--- src/rtl/sm4_issue_ctrl.sv ---
// sm4_issue_ctrl
// Issue and writeback controller for the SM4 crypto functional unit.
// One sm4ed/sm4ks request is accepted at a time. Its operands are driven
// onto four independent valid/ready channels (A, B, byte select and
// operation). The controller then waits, under a watchdog, for the unit's
// result and hands it to writeback tagged with the destination register.
// A flush marks the in-flight instruction as killed. The unit is still
// drained, but the result is dropped.
//
// Optional feature: define SM4_ISSUE_RESULT_CACHE_EN to add a one-entry
// result cache. A repeated request is then answered without using the unit.
//
// Ports:
//   clk, rst                  clock, asynchronous active-high reset
//   req_valid/req_ready       request handshake from the execute stage
//   req_op, req_rs1, req_rs2  operation (0=ED, 1=KS) and source operands
//   req_bs, req_rd            byte select and destination tag
//   flush                     kill the current instruction
//   m_axis_a_*                operand A channel to the unit (32 bit)
//   m_axis_b_*                operand B channel to the unit (32 bit)
//   m_axis_bs_*               byte-select channel to the unit (2 bit)
//   m_axis_operation_*        operation channel to the unit (1 bit)
//   s_axis_result_*           result from the unit (no back-pressure)
//   wb_valid, wb_rd, wb_data  writeback pulse, tag and data
//   busy                      controller not idle; the pipeline stalls
//   err_timeout               one-cycle pulse when a request is abandoned
module sm4_issue_ctrl #(
    parameter int TIMEOUT_CYCLES = 16,
    parameter int RD_W           = 5
) (
    input  logic            clk,
    input  logic            rst,
    input  logic            req_valid,
    output logic            req_ready,
    input  logic            req_op,
    input  logic [31:0]     req_rs1,
    input  logic [31:0]     req_rs2,
    input  logic [1:0]      req_bs,
    input  logic [RD_W-1:0] req_rd,
    input  logic            flush,
    output logic            m_axis_a_tvalid,
    input  logic            m_axis_a_tready,
    output logic [31:0]     m_axis_a_tdata,
    output logic            m_axis_b_tvalid,
    input  logic            m_axis_b_tready,
    output logic [31:0]     m_axis_b_tdata,
    output logic            m_axis_bs_tvalid,
    input  logic            m_axis_bs_tready,
    output logic [1:0]      m_axis_bs_tdata,
    output logic            m_axis_operation_tvalid,
    input  logic            m_axis_operation_tready,
    output logic            m_axis_operation_tdata,
    input  logic            s_axis_result_tvalid,
    input  logic [31:0]     s_axis_result_tdata,
    output logic            wb_valid,
    output logic [RD_W-1:0] wb_rd,
    output logic [31:0]     wb_data,
    output logic            busy,
    output logic            err_timeout
);

    localparam int CNT_W = $clog2(TIMEOUT_CYCLES + 1);
    localparam logic [CNT_W-1:0] CNT_LAST = CNT_W'(TIMEOUT_CYCLES - 1);

    typedef enum logic [1:0] {
        IDLE  = 2'd0,
        ISSUE = 2'd1,
        WAIT  = 2'd2,
        WB    = 2'd3
    } state_t;

    state_t          state;
    logic [RD_W-1:0] rd_hold;
    logic            killed;
    logic [CNT_W-1:0] wd_cnt;
    logic            wb_pulse;
    logic [3:0]      pend_next;

    // The tvalid registers double as the pending bits. A bit stays set until its handshake.
    assign pend_next = {m_axis_a_tvalid         & ~m_axis_a_tready,
                        m_axis_b_tvalid         & ~m_axis_b_tready,
                        m_axis_bs_tvalid        & ~m_axis_bs_tready,
                        m_axis_operation_tvalid & ~m_axis_operation_tready};

    assign req_ready = (state == IDLE) && !flush;
    assign busy      = (state != IDLE);
    // The registered pulse is dropped by a flush that arrives in the WB cycle itself.
    assign wb_valid  = wb_pulse && !flush;

`ifdef SM4_ISSUE_RESULT_CACHE_EN
    logic        cache_valid;
    logic        cache_op;
    logic [31:0] cache_rs1;
    logic [31:0] cache_rs2;
    logic [1:0]  cache_bs;
    logic [31:0] cache_result;
    logic        cache_hit;

    // The incoming request matches the cached operand tuple.
    always_comb begin
        cache_hit = 1'b0;
        if (cache_valid && (req_op == cache_op) && (req_rs1 == cache_rs1) &&
            (req_rs2 == cache_rs2) && (req_bs == cache_bs)) begin
            cache_hit = 1'b1;
        end else begin
            cache_hit = 1'b0;
        end
    end
`endif

    // Controller FSM with its registered channel, writeback and status outputs.
    always_ff @(posedge clk or posedge rst) begin
        if (rst) begin
            state                   <= IDLE;
            m_axis_a_tvalid         <= 1'b0;
            m_axis_b_tvalid         <= 1'b0;
            m_axis_bs_tvalid        <= 1'b0;
            m_axis_operation_tvalid <= 1'b0;
            m_axis_a_tdata          <= 32'h0000_0000;
            m_axis_b_tdata          <= 32'h0000_0000;
            m_axis_bs_tdata         <= 2'b00;
            m_axis_operation_tdata  <= 1'b0;
            rd_hold                 <= '0;
            killed                  <= 1'b0;
            wd_cnt                  <= '0;
            wb_pulse                <= 1'b0;
            wb_rd                   <= '0;
            wb_data                 <= 32'h0000_0000;
            err_timeout             <= 1'b0;
`ifdef SM4_ISSUE_RESULT_CACHE_EN
            cache_valid             <= 1'b0;
            cache_op                <= 1'b0;
            cache_rs1               <= 32'h0000_0000;
            cache_rs2               <= 32'h0000_0000;
            cache_bs                <= 2'b00;
            cache_result            <= 32'h0000_0000;
`endif
        end else begin
            wb_pulse    <= 1'b0;
            err_timeout <= 1'b0;
            case (state)
                IDLE: begin
                    if (req_valid && !flush) begin
                        m_axis_a_tdata         <= req_rs1;
                        m_axis_b_tdata         <= req_rs2;
                        m_axis_bs_tdata        <= req_bs;
                        m_axis_operation_tdata <= req_op;
                        rd_hold                <= req_rd;
                        killed                 <= 1'b0;
                        wd_cnt                 <= '0;
`ifdef SM4_ISSUE_RESULT_CACHE_EN
                        if (cache_hit) begin
                            // Answer from the cache without using the unit.
                            wb_data  <= cache_result;
                            wb_rd    <= req_rd;
                            wb_pulse <= 1'b1;
                            state    <= WB;
                        end else begin
                            m_axis_a_tvalid         <= 1'b1;
                            m_axis_b_tvalid         <= 1'b1;
                            m_axis_bs_tvalid        <= 1'b1;
                            m_axis_operation_tvalid <= 1'b1;
                            state                   <= ISSUE;
                        end
`else
                        m_axis_a_tvalid         <= 1'b1;
                        m_axis_b_tvalid         <= 1'b1;
                        m_axis_bs_tvalid        <= 1'b1;
                        m_axis_operation_tvalid <= 1'b1;
                        state                   <= ISSUE;
`endif
                    end
                end
                ISSUE: begin
                    // Flush only marks the instruction; tvalids are never withdrawn early.
                    {m_axis_a_tvalid, m_axis_b_tvalid,
                     m_axis_bs_tvalid, m_axis_operation_tvalid} <= pend_next;
                    if (flush) begin
                        killed <= 1'b1;
                    end
                    if (pend_next == 4'b0000) begin
                        wd_cnt <= '0;
                        state  <= WAIT;
                    end
                end
                WAIT: begin
                    if (flush) begin
                        killed <= 1'b1;
                    end
                    // A result in the last watchdog cycle still takes priority.
                    if (s_axis_result_tvalid) begin
                        wb_data  <= s_axis_result_tdata;
                        wb_rd    <= rd_hold;
                        wb_pulse <= !killed && !flush;
                        state    <= WB;
`ifdef SM4_ISSUE_RESULT_CACHE_EN
                        cache_valid  <= 1'b1;
                        cache_op     <= m_axis_operation_tdata;
                        cache_rs1    <= m_axis_a_tdata;
                        cache_rs2    <= m_axis_b_tdata;
                        cache_bs     <= m_axis_bs_tdata;
                        cache_result <= s_axis_result_tdata;
`endif
                    end else if (wd_cnt == CNT_LAST) begin
                        err_timeout <= 1'b1;
                        wd_cnt      <= '0;
                        state       <= IDLE;
                    end else begin
                        wd_cnt <= wd_cnt + CNT_W'(1);
                    end
                end
                WB: begin
                    if (flush) begin
                        killed <= 1'b1;
                    end
                    state <= IDLE;
                end
                default: begin
                    state <= IDLE;
                end
            endcase
        end
    end

endmodule

--- config.mk ---
export PLATFORM = sky130hd
export DESIGN_NAME = sm4_issue_ctrl
export DESIGN_NICKNAME = d
export VERILOG_FILES = /design/src/rtl/sm4_issue_ctrl.sv
export SDC_FILE = /design/constraint.sdc
export NUM_CORES = 1
export LEC_CHECK = 0
export ABC_AREA = 1
export CORE_UTILIZATION = 41
export DETAILED_ROUTE_END_ITERATION = 16
export GPL_TIMING_DRIVEN = 1
export MAX_ROUTING_LAYER = met4
export PLACE_DENSITY_LB_ADDON = 0.05
export SYNTH_ARGS = -nofsm -noshare
export SYNTH_HDL_FRONTEND = slang
export SYNTH_SLANG_ARGS = --single-unit
--- constraint.sdc ---
create_clock -name clk -period 5.3 [get_ports clk]
set_clock_uncertainty 0.1 [all_clocks]
set_input_delay 1.06 -clock clk [delete_from_list [all_inputs] [get_ports clk]]
set_output_delay 1.06 -clock clk [all_outputs]
set_load 0.01 [all_outputs]
* Word level (Yosys, flattened, before mapping)
Cells that the tools add are included.
** Cells by class
- $add $sub $neg :: 1
- $mul :: 0
- Div/mod/pow operators :: 0
- Magnitude comparators :: 0
- Equal/unequal tests :: 9
- Shift operators :: 0
- Muxes and demuxes :: 23
- Bitwise logic cells :: 8
- Reductions and logical operators :: 18
** Operator list (number)
- 5-bit two-way mux :: 4
- 5-bit case mux with 3 select lines :: 1
- 1-bit case mux with 2 select lines :: 5
- 1-bit two-way mux :: 8
- 2-bit two-way mux :: 4
- 2-bit case mux with 4 select lines :: 1
- 2-bit AND reduction :: 4
- 5-bit by 1-bit adder with 5-bit output, second input constant :: 1
- 5-bit by 4-bit == test with 1-bit output, second input constant :: 1
- 1-bit AND :: 4
- 2-bit == test, second input constant :: 2
- 1-bit logical AND :: 4
- 4-bit zero test :: 1
- 2-bit by 1-bit inequality test with 1-bit output, second input constant :: 2
- 2-bit inequality test, second input constant :: 2
- 1-bit inverter :: 4
- 4-bit AND reduction :: 1
- 2-bit nonzero test :: 2
- 3-bit inequality test, second input constant :: 1
- 3-bit AND reduction :: 1
- 3-bit nonzero test :: 1
- 3-bit OR reduction :: 1
- 2-bit by 1-bit == test with 1-bit output, second input constant :: 1
- 1-bit zero test :: 2
- 2-bit zero test :: 1
** Storage, ports and cells
- Register bits after elaboration :: 123
- Bits in latches :: 0
- RAM bits :: 0
- Memory bits (read-only) :: 0
- Output and inout bits :: 112
- Word-level logic and storage cells :: 75
- Memories kept :: 0

* Depth between registers and ports, before layout
Gate-level depths: netlist of run 1.
- Word-level depth :: 5
- Mapped depth :: 9

* Least setup slack after synthesis of run 1
Ideal clock, no wire load.
- Kind :: in2out
- From :: input flush
- To :: output req_ready
- Arrival :: 1.229 ns
- Slack :: 2.911 ns
- Cell stages on the path :: 1
- Path through :: nor2_1
** Between the ends
- Cells in the longest elaborated chain, start to end :: 2
** RTL lines
- from (decl) :: line 40 : input logic flush,
- 1-bit zero test :: line 85 : assign req_ready = (state == IDLE) && !flush;
- 1-bit logical AND :: line 85
- to (decl) :: line 34 : output logic req_ready,
Every way passes these cells.

* Worst setup path after layout of run 1
- From :: input flush
- To :: output wb_valid
** Between the ends
- Cells in the longest elaborated chain, start to end :: 2
** RTL lines
- 1-bit zero test :: line 88 : assign wb_valid = wb_pulse && !flush;
- 1-bit logical AND :: line 88
- to (decl) :: line 55 : output logic wb_valid,
Every way passes these cells.

==> summary.txt, run 1 <==
Die
  – Core ar.: 11,420 sq um
  – Row cnt: 39
  – Starting Density: 42.25%
  – I/O pin cnt: 225
  – Die width: 110.5 um
  – Die area: 12,200 sq um
  – Die Y: 110.5 um

Synth
  – Sequential share of the synthesized area: 63.80%
  – Synth warn: 0
  – Post-synthesis cell area: 4825 sq um
  – Yosys top cell by area: dfrtp_1
  – Mapped Cells: 485
  – Post-synthesis async set-or-reset flop share: 100.0%
  – Synth cell count leaders: nand2_1 (243), dfrtp_1 (123), mux2_1 (27)
  – Count leader, synth: nand2_1
  – Post-synth cell types: 21
  – Flip-flop and latch count after synthesis: 123
  – Top cells by area, synth: dfrtp_1 (64%), nand2_1 (19%), mux2_1 (6.3%), o21ai_0 (1.7%), buf_6 (1.6%)
  – Share of the synthesized area in the top cell type: 63.80%
  – Post-synth EDFFs: 0
  – Syn_area_per_cell: 9.948 sq um
  – Synth Flop Type: dfrtp_1
  – Total nets after synthesis: 599

Worst hold path
  – Hold Startpoint: killed
  – Hold depth: 1
  – Hold crit path type: register to register
  – Hold EP: wb_pulse

GRT
  – GR Overflow Total: 0
  – Initial antenna violation count: 0
  – Overall Global Routing Usage: 22.30%
  – Largest net degree at the start of global routing: 82
  – Number of global-route vias before repair: 4,208
  – First-pass GRT wire length: 20,720 um

Setup path
  – RR Endpoint: rd_hold[0]
  – Critical Path RT: 4.14 ns
  – Max stage delay on crit path: 0.54 ns
  – Crit-path cells: clkdlybuf4s50_1 > nor2_1 > clkdlybuf4s50_1
  – Worst path top cell family by delay: buffers and inverters
  – Top cell by count, worst path: clkdlybuf4s50_1
  – Worst R2R Path Depth: 5
  – Data arrival, critical path: 2.20 ns
  – Crit-path max FO: 5
  – WP buf/inv: 2
  – Setup crit start kind: input pin
  – Critical Path Sink Type: primary output
  – R2R setup slack: 3.42 ns
  – Critical path class: input pin to primary output
  – Critical Path Slowest Stage Cell: clkdlybuf4s50_1
  – Worst r2r src: state[1]

Power and ir drop
  – Reg power frac: 36.6%
  – Comb pwr share: 40.6%
  – Pwr/cell area: 582.6 nW/um^2
  – Internal: 3.061 mW
  – P_leak: 3.641 nW
  – Sw Share: 31.40%
  – Max IR drop VDD: 0.0002987 V
  – Clock share of power: 22.8%
  – Switching pwr: 1.401 mW

Place
  – Post-Place Cells: 836
  – GP Congestion: 0.8212
  – PortBufs: 224
  – Pre-CTS setup slack: 1.926 ns
  – Placed Area: 7136 sq um
  – Dpl hpwl: 8464 um

Clock network
  – Cts hold-fix bufs: 0
  – Clock Path Buffers: 2
  – Postcts setup bufs: 0
  – Total CTS buffers: 17
  – CTS clk-pin slew, worst paths: 0.05 ns
  – Clock Latency Late Sink: 0.40 ns
  – CTS tree: yes
  – H-tree Lvls: 4
  – Resize count post-CTS: 0
  – Clock sinks: 123
  – Root Driver: clkbuf_16

STA
  – Worst Tran Pin Value: 1.095 ns
  – Fmax: 0.2976 GHz
  – Final setup vio count: 0
  – RSZ-0062 raised after global routing: false
  – Period utilization: 63.39%
  – Min setup slack post-route: 1.940 ns
  – Hold Violations, Final: 0
  – Worst slew margin: 27.02%
  – TNS Setup: 0 ns
  – Max-slew violation count: 0
  – Minimum clock period: 3.360 ns

Routing
  – Pre-antenna DRT Iters: 4
  – Via/cell ratio: 4.621
  – Via Count: 3,997
  – Drt first-iter violations: 227
  – Drt drc: 0
  – Final wirelength: 12,160 um
  – WL per Instance: 14.06 um
  – Antenna-violating nets left: 0

Flow run
  – Max-cap violation count: 0

Finish
  – Fraction of layout cells with a size suffix above 1: 5.540%
  – Post-Route Utilization: 67.07%
  – Fin area: 7659 sq um
  – Fillers: 925
  – Area Growth Syn to Fin: 58.74%
  – Ant diodes: 0
  – Post-Layout Cell Count: 865
  – Nets@finish: 826

Run status
  – Status: complete, no violations
[metal layers]
layer	up-vias	global-route usage, %	part of all wire [%]
met5	-	-	0
met2	153	34.99	48
met3	13	7.300	6.9
met1	1870	26.40	43
li1	1961	-	-
met4	0	9.422	1.6
[stage by stage]
stage / total power, mW / hold WS, ns
floorplan: 2.378 / 0.3306
finish: 4.462 / 0.3644
global route: 4.748 / 0.3810
CTS: 4.525 / 0.3699
detailed placement: 3.477 / 0.3580
global placement: 3.422 / 0.3521
[flip-flops by register name, indices dropped and copies added, names as in the netlist]
signal	cells
err_timeout	1
killed	1
m_axis_a_tdata	32
m_axis_a_tvalid	1
m_axis_b_tdata	32
m_axis_b_tvalid	1
m_axis_bs_tdata	2
m_axis_bs_tvalid	1
m_axis_operation_tdata	1
m_axis_operation_tvalid	1
rd_hold	5
state	2
wb_data	32
wb_pulse	1
wb_rd	5
wd_cnt	5
[worst max path at each step]
stage / startpoint / endpoint / slack, ns / cells after the start
after global placement: flush / req_ready / 1.94 / 3
after floorplan: rst / err_timeout / 0.87 / 1
after detailed placement: flush / req_ready / 1.93 / 3
after global routing: flush / req_ready / 1.88 / 3
final: flush / wb_valid / 1.94 / 3
after CTS: flush / req_ready / 1.93 / 3
[logic make-up after synthesis]
group / after synthesis / synth area share [%]
AO/OA/AOI/OAI: 18 / 1.945
adder cells (fa/ha/maj): 1 / 0.2593
buffers and inverters: 40 / 4.435
flip-flops: 123 / 63.80
multiplexers: 32 / 7.469
AND/OR/NAND/NOR: 271 / 22.10
[power by group through the flow]
stage / logic, mW / registers [mW] / clock network, mW
floorplan: 0.548 / 1.83 / 0
global placement: 1.81 / 1.62 / 0
detailed placement: 1.84 / 1.64 / 0
CTS: 1.84 / 1.64 / 1.05
global route: 1.97 / 1.69 / 1.09
finish: 1.81 / 1.63 / 1.02
[cell usage in the layout (no fill, tap or decap), types with 2 or more instances in the layout]
cell / count
nand2_1: 243
clkdlybuf4s50_1: 224
dfrtp_1: 123
mux2_1: 27
inv_1: 17
clkbuf_16: 17
o21ai_0: 16
nor2_1: 11
nand4_1: 9
mux2_2: 5
clkbuf_8: 5
clkbuf_1: 5
inv_2: 3
buf_4: 3
nand3_1: 2
nor3_1: 2
clkinv_2: 2
[cell type report]
class,instances,area (sq um),share of cell area (%)
Clock inverter,2,10.01,0.1307
Multi-Input combinational cell,322,1533,20.01
Timing Repair Buffer,227,2265,29.57
Inverter,21,81.33,1.062
Clock buffer,27,513.0,6.698
Tap cell,143,178.9,2.336
Sequential cell,123,3078,40.19
[worst reg2reg max path, delay by kind of cell (launching register included)]
family | cells | cell delay [ns]
DFF | 1 | 0.41
AOI/OAI and AO/OA | 1 | 0.26
buffers and inverters | 2 | 0.70
and+or+nand+nor | 2 | 0.26
Note: power is estimated with default switching activity, not from simulation.
==> run 2, diff against run 1 <==
- clock period: 5.3 -> 3.39 ns (I/O delays scaled with it)
==> summary.txt, run 2 (synthesis results as in run 1) <==
Run status
  – Status: complete, no violations

Clock network
  – Total CTS buffers: 17
  – Clock Latency Late Sink: 0.40 ns
  – Clock sinks: 123
  – Postcts setup bufs: 0
  – Resize count post-CTS: 0
  – CTS clk-pin slew, worst paths: 0.05 ns
  – CTS tree: yes
  – Cts hold-fix bufs: 0
  – H-tree Lvls: 4
  – Root Driver: clkbuf_16
  – Clock Path Buffers: 2

Finish
  – Top Registers: m_axis_a_tdata (32), m_axis_b_tdata (32), wb_data (32)
  – Most common cell after layout, fill and taps aside: nand2_1
  – Commonest cells after routing, fill and taps aside: nand2_1 (243), clkdlybuf4s50_1 (224), dfrtp_1 (123)
  – Fraction of layout cells with a size suffix above 1: 5.647%
  – Fillers: 961
  – Fin area: 7681 sq um
  – Ant diodes: 0
  – Area Growth Syn to Fin: 59.21%
  – Nets@finish: 828

Setup path
  – Critical path class: input pin to primary output
  – Critical Path RT: 2.61 ns
  – Critical Path Sink Type: primary output
  – Data arrival, critical path: 1.84 ns
  – Critical Path Slowest Stage Cell: clkdlybuf4s50_1
  – Crit-path cells: clkdlybuf4s50_1 > nor2_1 > clkdlybuf4s50_1
  – Max stage delay on crit path: 0.55 ns
  – Crit-path max FO: 5
  – Top cell by count, worst path: clkdlybuf4s50_1
  – Setup crit start kind: input pin

Die
  – Core ar.: 11,420 sq um
  – Row cnt: 39
  – Die Y: 110.5 um
  – Die width: 110.5 um
  – Starting Density: 42.25%
  – I/O pin cnt: 225
  – Die area: 12,200 sq um

GRT
  – GR Overflow Total: 0
  – First-pass GRT wire length: 20,140 um
  – Overall Global Routing Usage: 21.50%
  – Number of global-route vias before repair: 4,035
  – Initial antenna violation count: 0
  – Largest net degree at the start of global routing: 70

Place
  – Dpl hpwl: 8434 um
  – GP Congestion: 0.8132
  – Placed Area: 7152 sq um
  – PortBufs: 224

Power and ir drop
  – Clock share of power: 23.0%
  – Reg power frac: 36.5%
  – Comb pwr share: 40.6%
  – Internal: 4.799 mW
  – Sw Share: 31.32%
  – P_leak: 3.646 nW
  – Switching pwr: 2.188 mW
  – Max IR drop VDD: 0.0005002 V
  – Pwr/cell area: 909.7 nW/um^2

Flow run
  – Max-cap violation count: 0

Routing
  – WL met2: 5625 um
  – Pre-antenna DRT Iters: 4
  – Met3 wire length: 698 um
  – Via Count: 4,017
  – Drt first-iter violations: 200
  – Via/cell ratio: 4.623
  – Final wirelength: 12,020 um
  – Max Used Layer: met4
  – WL per Instance: 13.83 um
  – Drt drc: 0
  – Routed met1 length: 5489 um
  – Antenna-violating nets left: 0

STA
  – Worst slew margin: 43.01%
  – Hold Violations, Final: 0
  – Max-slew violation count: 0
  – RSZ-0062 raised after global routing: false
  – Minimum clock period: 2.620 ns
  – Final setup vio count: 0
  – Period utilization: 77.29%
  – TNS Setup: 0 ns
  – Worst Tran Pin Value: 0.8548 ns
  – Fmax: 0.3817 GHz

Worst hold path
  – Hold crit path type: register to register
run 2: metrics by stage:
step                cells  setup slack [ns]  power (mW)  util (%)  hold WS [ns]
finish                869            0.7700       6.987     67.27        0.3490
global route          869            0.7322       7.421     67.27        0.3869
CTS                   869            0.7669       7.085     67.27        0.3517
detailed placement    838            0.7681       5.436     62.63        0.3433
global placement      838            0.7964       5.349     62.63        0.3475
floorplan             485             1.101       3.718         -        0.3306
run 2: cell type report:
type	instances	area [sq um]	share of cell area, %
timing repair buffer	229	2280	29.68
clock inverter	1	5.005	0.06516
clock buffer	30	524.3	6.825
inverter	21	82.58	1.075
tap	143	178.9	2.329
multi-input combinational	322	1533	19.95
sequential	123	3078	40.07
run 2: power by group through the flow:
stage / combinational, mW / sequential, mW / clock, mW
after detailed placement: 2.87 / 2.56 / 0
after global routing: 3.07 / 2.65 / 1.70
after global placement: 2.83 / 2.52 / 0
after floorplan: 0.857 / 2.86 / 0
after CTS: 2.88 / 2.56 / 1.65
final: 2.83 / 2.55 / 1.61
run 2: path summary, 6_finish.rpt:
kind | start | to | slack (ns) | cells after the start
max | flush | wb_valid | 0.77 | 3
min | killed | wb_pulse | 0.35 | 1
max reg2reg | state[1] | rd_hold[0] | 1.69 | 5
min reg2reg | killed | wb_pulse | 0.35 | 1
max in group asynchronous | rst | m_axis_bs_tvalid | 1.80 | 3
min in group asynchronous | rst | m_axis_b_tdata[31] | 0.76 | 3
run 2: layer usage:
layer,vias up,track usage (%)
met5,-,-
li1,1974,-
met1,1873,27.61
met2,155,32.51
met4,0,8.889
met3,15,5.488
run 2: worst max-delay path, delay by kind of cell:
family | cells | cell delay, ns
buffers and inverters | 2 | 1.03
and+or+nand+nor | 1 | 0.13
==> run 3, diff against run 2 <==
- clock period: 3.39 -> 2.5 ns (I/O delays scaled with it)
==> summary.txt, run 3 (synthesis results as in run 1) <==
STA
  – Final setup vio count: 0
  – Hold Violations, Final: 0
  – RSZ-0062 raised after global routing: false
  – Fmax: 0.4376 GHz
  – Max-slew violation count: 0
  – Minimum clock period: 2.285 ns
  – Worst Tran Pin Value: 0.5534 ns
  – Period utilization: 91.42%
  – Hold_ws: 0.3576 ns
  – TNS Setup: 0 ns
  – Worst slew margin: 63.07%

Routing
  – Final wirelength: 12,140 um
  – Pre-antenna DRT Iters: 4
  – WL met2: 5589 um
  – Via/cell ratio: 4.658
  – WL per Instance: 13.93 um
  – Met3 wire length: 832 um
  – Via Count: 4,062
  – Drt drc: 0
  – Antenna-violating nets left: 0
  – Drt first-iter violations: 230
  – Max Used Layer: met4
  – Routed met1 length: 5411 um

Power and ir drop
  – Sw Share: 31.51%
  – Comb pwr share: 40.9%
  – Pwr/cell area: 1233 nW/um^2
  – Reg power frac: 36.0%
  – Max IR drop VDD: 0.0008098 V
  – Switching pwr: 3.018 mW
  – P_leak: 3.699 nW
  – Clock share of power: 23.1%
  – Internal: 6.560 mW

GRT
  – Initial antenna violation count: 0
  – Overall Global Routing Usage: 22.09%
  – GR Overflow Total: 0
  – First-pass GRT wire length: 20,690 um
  – Largest net degree at the start of global routing: 68
  – Number of global-route vias before repair: 4,237

Setup path
  – Critical Path Slowest Stage Cell: clkdlybuf4s50_1
  – Max stage delay on crit path: 0.55 ns
  – Critical Path Sink Type: primary output
  – Crit-path cells: nor2_2 > inv_2 > nor2_1 > clkdlybuf4s50_1
  – Data arrival, critical path: 1.69 ns
  – Setup crit start kind: register
  – Critical path class: register to primary output
  – Crit-path max FO: 4
  – Critical Path RT: 1.90 ns

Clock network
  – Clock Path Buffers: 2
  – CTS tree: yes
  – Postcts setup bufs: 0
  – Cts hold-fix bufs: 0
  – Resize count post-CTS: 0
  – Clock Latency Late Sink: 0.40 ns
  – Clock sinks: 123
  – Root Driver: clkbuf_16
  – Total CTS buffers: 17
  – H-tree Lvls: 4
  – CTS clk-pin slew, worst paths: 0.05 ns

Die
  – Die Y: 110.5 um
  – Row cnt: 39
  – Die width: 110.5 um
  – Die area: 12,200 sq um
  – Core ar.: 11,420 sq um
  – Starting Density: 42.25%
  – I/O pin cnt: 225

Flow run
  – Max-cap violation count: 0

Worst hold path
  – Hold crit path type: register to register

Finish
  – Fillers: 908
  – Nets@finish: 830
  – Area Growth Syn to Fin: 61.02%
  – Top Registers: m_axis_a_tdata (32), m_axis_b_tdata (32), wb_data (32)
  – Commonest cells after routing, fill and taps aside: nand2_1 (243), clkdlybuf4s50_1 (224), dfrtp_1 (123)
  – Post-Route Utilization: 68.04%
  – Ant diodes: 0
  – Fraction of layout cells with a size suffix above 1: 6.996%
  – Most common cell after layout, fill and taps aside: nand2_1

Run status
  – Status: complete, no violations

Place
  – GP Congestion: 0.7915
  – PortBufs: 224
  – Dpl hpwl: 8453 um
-- run 3: path summary, 6_finish.rpt --
check | cells past startpoint | endpoint | startpoint | slack [ns]
setup / recovery | 4 | req_ready | state[0] | 0.21
min in group asynchronous | 3 | m_axis_a_tdata[7] | rst | 0.46
hold reg to reg | 1 | wb_pulse | killed | 0.36
max in group asynchronous | 3 | m_axis_bs_tvalid | rst | 1.53
setup reg to reg | 5 | wb_data[17] | state[0] | 0.82
hold / removal | 1 | wb_pulse | killed | 0.36
-- run 3: power groups by stage --
| stage | clock [mW] | combinational, mW | sequential [mW] |
|---|---|---|---|
| global route | 2.37 | 4.26 | 3.57 |
| global placement | 0 | 3.88 | 3.42 |
| finish | 2.21 | 3.92 | 3.45 |
| detailed placement | 0 | 3.95 | 3.48 |
| CTS | 2.27 | 3.98 | 3.46 |
| floorplan | 0 | 1.16 | 3.88 |
-- run 3: per-stage QoR --
step                area, sq um  power, mW  instances  setup WS [ns]
global placement           7217      7.299        840         0.2615
CTS                        7769      9.704        872         0.1705
finish                     7769      9.578        872         0.2146
detailed placement         7217      7.428        840         0.2297
floorplan                  4828      5.041        485         0.3887
global route               7769      10.20        872        0.09266
-- run 3: cell type report --
| cell class | count | area (sq um) | area share (%) |
|---|---|---|---|
| Sequential cell | 123 | 3078 | 39.62 |
| Inverter | 21 | 82.58 | 1.063 |
| Timing Repair Buffer | 231 | 2345 | 30.18 |
| Clock inverter | 8 | 40.04 | 0.5154 |
| Clock buffer | 24 | 511.7 | 6.587 |
| Tap cell | 143 | 178.9 | 2.303 |
| Multi-Input combinational cell | 322 | 1533 | 19.73 |
-- run 3: per-layer routing --
metal / vias up / GRT usage, %
met5: - / -
met4: 0 / 9.956
met3: 23 / 6.751
met2: 162 / 33.42
met1: 1899 / 27.31
li1: 1978 / -
-- run 3: critical path, delay by kind of cell (launching register included) --
family / cells / cell delay [ns]
buffers and inverters: 2 / 0.63
flip-flops: 1 / 0.39
AND/OR/NAND/NOR: 2 / 0.26
